$ cat src/rtl/serial_sub_ctrl.sv
// Bit-serial WIDTH-bit subtractor: one full_sub_1bit cell driven LSB first with a registered borrow chain.
// Optional result flags (zero, ovf) are built when SERIAL_SUB_FLAGS_EN is defined.

module full_sub_1bit (
  input  logic a_i,
  input  logic b_i,
  input  logic bin_i,
  output logic d_o,
  output logic bout_o
);
  assign d_o    = a_i ^ b_i ^ bin_i;
  assign bout_o = (~a_i & b_i) | (~(a_i ^ b_i) & bin_i);
endmodule

module serial_sub_ctrl #(
  parameter int WIDTH = 8
) (
  input  logic             clk,
  input  logic             rst,
  input  logic             start_valid,
  output logic             start_ready,
  input  logic [WIDTH-1:0] a,
  input  logic [WIDTH-1:0] b,
  input  logic             bin,
  output logic [WIDTH-1:0] diff,
  output logic             bout,
  output logic             done,
  output logic             busy
`ifdef SERIAL_SUB_FLAGS_EN
  ,
  output logic             zero,
  output logic             ovf
`endif
);

  localparam int               CNT_W    = $clog2(WIDTH) + 1;
  localparam logic [CNT_W-1:0] LAST_BIT = CNT_W'(WIDTH - 1);

  typedef enum logic [1:0] {S_IDLE, S_RUN, S_DONE} state_e;

  state_e           state_q;
  logic [WIDTH-1:0] a_sr_q, b_sr_q, d_sr_q, diff_q;
  logic [CNT_W-1:0] cnt_q;
  logic             brw_q, bout_q, done_q, busy_q, start_ready_q;
`ifdef SERIAL_SUB_FLAGS_EN
  logic             a_msb_q, b_msb_q, zero_q, ovf_q;
`endif

  logic             bit_d, bit_bo;
  logic [WIDTH-1:0] d_sr_d;

  full_sub_1bit u_fs (
    .a_i   (a_sr_q[0]),
    .b_i   (b_sr_q[0]),
    .bin_i (brw_q),
    .d_o   (bit_d),
    .bout_o(bit_bo)
  );

  // The MSB difference bit is produced on the edge that enters DONE, so results are taken from d_sr_d.
  assign d_sr_d = {bit_d, d_sr_q[WIDTH-1:1]};

  // NOTE: every register here is assigned with <= so all updates see pre-edge values of each other.
  always_ff @(posedge clk or posedge rst) begin
    if (rst) begin
      state_q       <= S_IDLE;
      a_sr_q        <= '0;
      b_sr_q        <= '0;
      d_sr_q        <= '0;
      diff_q        <= '0;
      cnt_q         <= '0;
      brw_q         <= 1'b0;
      bout_q        <= 1'b0;
      done_q        <= 1'b0;
      busy_q        <= 1'b0;
      start_ready_q <= 1'b1;
`ifdef SERIAL_SUB_FLAGS_EN
      a_msb_q       <= 1'b0;
      b_msb_q       <= 1'b0;
      zero_q        <= 1'b0;
      ovf_q         <= 1'b0;
`endif
    end else begin
      done_q <= 1'b0;
      unique case (state_q)
        S_IDLE: begin
          if (start_valid && start_ready_q) begin
            a_sr_q        <= a;
            b_sr_q        <= b;
            brw_q         <= bin;
            cnt_q         <= '0;
            busy_q        <= 1'b1;
            start_ready_q <= 1'b0;
            state_q       <= S_RUN;
`ifdef SERIAL_SUB_FLAGS_EN
            a_msb_q       <= a[WIDTH-1];
            b_msb_q       <= b[WIDTH-1];
`endif
          end
        end
        S_RUN: begin
          a_sr_q <= a_sr_q >> 1;
          b_sr_q <= b_sr_q >> 1;
          d_sr_q <= d_sr_d;
          brw_q  <= bit_bo;
          cnt_q  <= cnt_q + CNT_W'(1);
          if (cnt_q == LAST_BIT) begin
            diff_q  <= d_sr_d;
            bout_q  <= bit_bo;
            done_q  <= 1'b1;
            state_q <= S_DONE;
`ifdef SERIAL_SUB_FLAGS_EN
            zero_q  <= (d_sr_d == '0);
            ovf_q   <= (a_msb_q != b_msb_q) && (d_sr_d[WIDTH-1] != a_msb_q);
`endif
          end
        end
        S_DONE: begin
          busy_q        <= 1'b0;
          start_ready_q <= 1'b1;
          state_q       <= S_IDLE;
        end
        default: state_q <= S_IDLE;
      endcase
    end
  end

  assign start_ready = start_ready_q;
  assign diff        = diff_q;
  assign bout        = bout_q;
  assign done        = done_q;
  assign busy        = busy_q;
`ifdef SERIAL_SUB_FLAGS_EN
  assign zero        = zero_q;
  assign ovf         = ovf_q;
`endif

endmodule

$ cat config.mk
export PLATFORM = sky130hd
export DESIGN_NAME = serial_sub_ctrl
export DESIGN_NICKNAME = d
export VERILOG_FILES = /design/src/rtl/serial_sub_ctrl.sv
export SDC_FILE = /design/constraint.sdc
export NUM_CORES = 1
export LEC_CHECK = 0
export ABC_AREA = 1
export BUFFER_PORTS_ARGS = -buffer_cell sky130_fd_sc_hd__buf_2
export CELL_PAD_IN_SITES_DETAIL_PLACEMENT = 1
export CELL_PAD_IN_SITES_GLOBAL_PLACEMENT = 2
export CORE_MARGIN = 2
export CORE_UTILIZATION = 33
export CTS_CLUSTER_SIZE = 25
export DETAILED_ROUTE_END_ITERATION = 6
export PLACE_DENSITY_LB_ADDON = 0.1
export SYNTH_ARGS = -nofsm -noshare
export SYNTH_HDL_FRONTEND = slang
export SYNTH_HIERARCHICAL = 1
export SYNTH_SLANG_ARGS = --single-unit
$ cat constraint.sdc
create_clock -name clk -period 1.3 [get_ports clk]
set_input_delay 0.13 -clock clk [delete_from_list [all_inputs] [get_ports clk]]
set_output_delay 0.13 -clock clk [all_outputs]
set_load 0.05 [all_outputs]
==> reports/summary.txt, run 1 <==
Number of fillers in the final layout: 747
Synthesized area: 1990 um2
Hold Path Depth: 3
Reg2reg setup slack: 0.09 ns
RR Endpoint: b_sr_q[7]
Minimum clock period: 1.23 ns
Largest net degree at the start of global routing: 43
Min-delay src: a[7]
Die footprint: 6670 um2
DR iter-0 viols: 59
Slew Viols, Final: 0
Dpl cells: 346
Non-Filler Instances: 362
Relative slew margins: 0.838
Clock tree buffer depth: 2
#FFs+latches synth: 42
Setup violators final: 0
Actual slew at the worst max-slew pin: 0.242 ns
Crit path cell chain: buf_2
Clock Pin Slew Worst Setup and Hold Paths: 0.09 ns
# clock sinks: 42
Worst hold path class: input port to register
Die X: 81.6 um
First-pass GRT wire length: 7960 um
GRT Resource Usage Total: 0.158
Vias per cell: 4.71
Leak: 1.36 nW
Final WL: 4870 um
Commonest non-fill, non-tap cells in the layout: nand2_1, nand3_1, dfrtp_1
Final instance area: 2480 um2
Layout cells sized above 1: 0.247
Initial Utilization: 0.338
Status: finished clean
PwrDens: 2650 nW/um2
Max-cap violations: 0
Cell row count: 28
Register area share after synthesis: 0.529
Hold_ws: 0.0846 ns
CP arrival: 1.10 ns
Final nets: 308
Syn nets: 261
Launching point of the worst reg2reg path: start_ready
Crit Path Category: register to output pin
Cells after Synth: 239
WL/cell: 13.5 um
Worst reg2reg path depth: 6
Skew final: 0.0174 ns
Peak VDD IR: 1110 uV
I/O pin cnt: 32
Syn-to-layout area delta: 24.7%
CP max-delay cell: dfstp_2
Cell variety after synth: 21
Syn Area/Cell: 8.32 um2
Top post-synthesis cells by area: dfrtp_1, nand2_1, nand3_1
Antenna cell count: 0
Initial antenna violation count: 0
CP top delay family: flip-flops
Clk root buf: clkbuf_8
Hold Crit Endpoint: a_sr_q[7]
Antenna viol nets, final: 0
Worst setup SP type: register
Fin crit share: 0.949
RSZ-0062 raised after global routing: true
Worst-Skew Late Latency: 0.31 ns
WP data required: 1.17 ns
Final GP Congestion: 0.710
DP Wirelength: 3140 um
Port Buf Inserts: 31
Ys Warns: 6
Crit. End Element: output pin
Core footprint: 5890 um2
H-tree depth: 2
Vias in the first global route: 1619
DRT Pass-1 Iters: 4
Placed cell area: 2290 um2
Cell taking the most area after synthesis: dfrtp_1
Cts bufs inserted: 5
Commonest non-fill, non-tap cell in the layout: nand2_1
WP buf/inv: 1
Final hold violations: 0
Post-synth top area share: 0.516
DR DRC count: 0
CTS tree: built
F_max: 811 MHz
Largest fanout on the critical path: 3
Die Y-Extent: 81.6 um
Crit-path max cell delay: 0.55 ns
Via Count: 1706
GRT overflow: 0
per-stage QoR:
step                      utilization  setup WS [ns]  TNS (ns)  power (mW)
final                           0.421         0.0666         0        6.57
after global routing            0.421       -0.00640  -0.00640        7.15
after CTS                       0.408        0.00802         0        6.50
after detailed placement        0.390        0.00532         0        5.54
after global placement          0.390         0.0701         0        5.47
after floorplan                     -        0.00407         0        4.74
registers in the layout (all words and copies together), names as in the netlist:
signal and cells:
b_sr_q 8, diff 8, a_sr_q 8, d_sr_q 7, busy 1, state_q 2, done 1, bout 1
start_ready 1, brw_q 1, cnt_q 4
worst reg2reg max path: stages, from the launching register on:
cell	delay [ns]
dfstp_2	0.55
nand2_1	0.07
inv_2	0.11
nand2_8	0.10
buf_12	0.15
nand3_1	0.07
nand2_1	0.06
cell families after synthesis:
family	share of synthesized area
AND/OR/NAND/NOR	0.372
buffers and inverters	0.0698
adder cells (fa/ha/maj)	0.0164
AO/OA/AOI/OAI	0.0126
flip-flops	0.529
metal layers:
metal	global-route usage	part of all wire	routed length, um	up-vias
li1	-	-	-	849
met3	0.0297	0.029	140	7
met2	0.252	0.48	2320	27
met5	0	0	0	-
met1	0.217	0.48	2340	823
met4	0.0550	0.015	72	0
power by group:
group,internal [mW],leakage [nW],switching (mW),total (mW)
Clock,0.402,0.0506,0.534,0.936
Combinational,1.19,0.784,2.17,3.36
Sequential,1.89,0.521,0.379,2.27
synth_stat cells:
library cell	instances
buf_4	2
inv_1	8
nand4_1	1
or2_2	1
o21ai_1	2
nor2_8	1
nand3_1	42
fa_1	1
nor2_1	2
nor2_4	1
nand2_4	3
ha_1	1
inv_2	1
buf_12	1
buf_2	5
o21ai_0	3
dfstp_2	1
or2_1	1
buf_6	4
nand2_1	117
dfrtp_1	41
worst max path at each step:
stage / slack, ns / end / cells past startpoint / startpoint
after floorplan: 0.004 / a_sr_q[0] / 6 / start_ready
after global placement: 0.07 / a_sr_q[1] / 5 / state_q[0]
after detailed placement: 0.005 / diff[6] / 6 / cnt_q[0]
after CTS: 0.008 / diff[6] / 6 / cnt_q[0]
after global routing: -0.006 / diff[1] / 5 / cnt_q[0]
final: 0.07 / start_ready / 1 / start_ready
timing repair:
| action | in CTS | in global routing |
|---|---|---|
| setup buffers | 0 | 6 |
| resized for setup | 0 | 7 |
| setup endpoints to repair | 0 | 23 |
| endpoints found under the hold margin | 41 | 0 |
| hold buffers | 1 | 0 |
layout make-up:
type,count,area [um2],area share
well taps,75,93.8,0.0378
clock buffers,5,68.8,0.0277
inverters,9,33.8,0.0136
clock inverters,3,28.8,0.0116
repair buffers,51,370,0.149
multi-input cells,177,832,0.336
flip-flops and latches,42,1050,0.424
Note: power is estimated with default switching activity, not from simulation.
==> run 2: changes to the inputs <==
--- a/config.mk
+++ b/config.mk
@@ -14,6 +14,7 @@
 export CTS_CLUSTER_SIZE = 25
 export DETAILED_ROUTE_END_ITERATION = 6
 export PLACE_DENSITY_LB_ADDON = 0.1
+export RECOVER_POWER = 25
 export SYNTH_ARGS = -nofsm -noshare
 export SYNTH_HDL_FRONTEND = slang
 export SYNTH_HIERARCHICAL = 1
==> run 2 against run 1 <==
Against the previous run: maximum frequency rose by 0.11%; via count is 0.12% higher; sequential power about the same; sequential share of layout area increased by 0.22 points; routed wire length barely moved; register-to-register slack about the same; global-route usage stayed put; critical path depth is the same; worst hold slack improved by 0.0011 ns; largest power group unchanged.
==> reports/summary.txt, run 2 (synthesis gave the netlist of run 1 again) <==
Status: finished clean
CP max-delay cell: dfstp_2
Crit-path max cell delay: 0.55 ns
Port Buf Inserts: 31
Final nets: 308
Max-cap violations: 0
Slew Viols, Final: 0
DR DRC count: 0
Die X: 81.6 um
CP top delay family: flip-flops
CP arrival: 1.10 ns
Syn-to-layout area delta: 24.0%
Final GP Congestion: 0.710
GRT overflow: 0
Reg2reg setup slack: 0.10 ns
Crit path cell chain: buf_2
Worst hold path class: input port to register
# clock sinks: 42
WP data required: 1.17 ns
Vias in the first global route: 1619
Clock tree buffer depth: 2
Worst setup SP type: register
Worst-Skew Late Latency: 0.31 ns
PwrDens: 2660 nW/um2
Worst setup margin: 0.0680 ns
Antenna viol nets, final: 0
Dpl cells: 346
Initial antenna violation count: 0
Commonest non-fill, non-tap cell in the layout: nand2_1
Fin crit share: 0.948
First-pass GRT wire length: 7960 um
Clk root buf: clkbuf_8
Largest fanout on the critical path: 3
H-tree depth: 2
Final WL: 4870 um
Die footprint: 6670 um2
CTS tree: built
Skew final: 0.0173 ns
Largest net degree at the start of global routing: 43
Cts bufs inserted: 5
Antenna cell count: 0
GRT Resource Usage Total: 0.158
Initial Utilization: 0.338
Cell row count: 28
Relative slew margins: 0.599
Layout cells sized above 1: 0.247
Crit. End Element: output pin
DR iter-0 viols: 59
Vias per cell: 4.72
Pre-CTS setup slack: 0.00532 ns
Leak: 1.35 nW
Crit Path Category: register to output pin
Non-Filler Instances: 362
Commonest non-fill, non-tap cells in the layout: nand2_1, nand3_1, dfrtp_1
Final hold violations: 0
WP buf/inv: 1
Via Count: 1708
DRT Pass-1 Iters: 4
Clock Pin Slew Worst Setup and Hold Paths: 0.09 ns
WL/cell: 13.5 um
I/O pin cnt: 32
Die Y-Extent: 81.6 um
Actual slew at the worst max-slew pin: 0.601 ns
Minimum clock period: 1.23 ns
RSZ-0062 raised after global routing: true
Number of fillers in the final layout: 749
Peak VDD IR: 1110 uV
DP Wirelength: 3140 um
F_max: 812 MHz
Setup violators final: 0
Core footprint: 5890 um2
[run 2: changes by cell type in the layout (fill, tap and decap cells not counted), sizes merged]
cell	previous run	this run
clkbuf	5	6
buf	50	49
[run 2: metal layers]
layer	track usage	share of wire
met1	0.217	0.48
met2	0.252	0.47
met3	0.0297	0.029
met4	0.0550	0.015
met5	0	0
[run 2: metrics by stage]
step	area (um2)	utilization	power (mW)	TNS, ns	hold WS, ns
2_1_floorplan	2010	-	4.74	0	0.275
3_3_place_gp	2290	0.390	5.47	0	0.215
3_5_place_dp	2290	0.390	5.54	0	0.218
4_1_cts	2400	0.408	6.50	0	0.0684
5_1_grt	2470	0.419	7.15	-0.00640	0.0871
6_report	2470	0.419	6.56	0	0.0857
[run 2: layout make-up]
type / count / area [um2] / area share
clock buffer: 5 / 68.8 / 0.0279
timing repair buffer: 51 / 358 / 0.145
clock inverter: 3 / 28.8 / 0.0117
multi-input combinational: 177 / 832 / 0.337
tap: 75 / 93.8 / 0.0380
sequential: 42 / 1050 / 0.426
inverter: 9 / 33.8 / 0.0137
[run 2: where the power goes]
group	internal [mW]	leakage, nW	switching, mW
clock	0.402	0.0506	0.532
sequential	1.89	0.521	0.378
combinational	1.19	0.779	2.17
[run 2: final timing paths]
| path | startpoint | endpoint | cells past startpoint |
|---|---|---|---|
| max in group asynchronous | rst | cnt_q[1] | 4 |
| setup / recovery | start_ready | start_ready | 1 |
| min in group asynchronous | rst | diff[3] | 4 |
| hold / removal | a[7] | a_sr_q[7] | 3 |
| hold reg to reg | d_sr_q[1] | diff[0] | 2 |
| setup reg to reg | start_ready | b_sr_q[7] | 6 |
[run 2: what timing repair did]
action / 4_1_cts / 5_1_grt
gates resized for setup: 0 / 7
buffers inserted: 0 / 6
hold buffers: 1 / 0
setup endpoints to repair: 0 / 23
endpoints found under the hold margin: 41 / 0
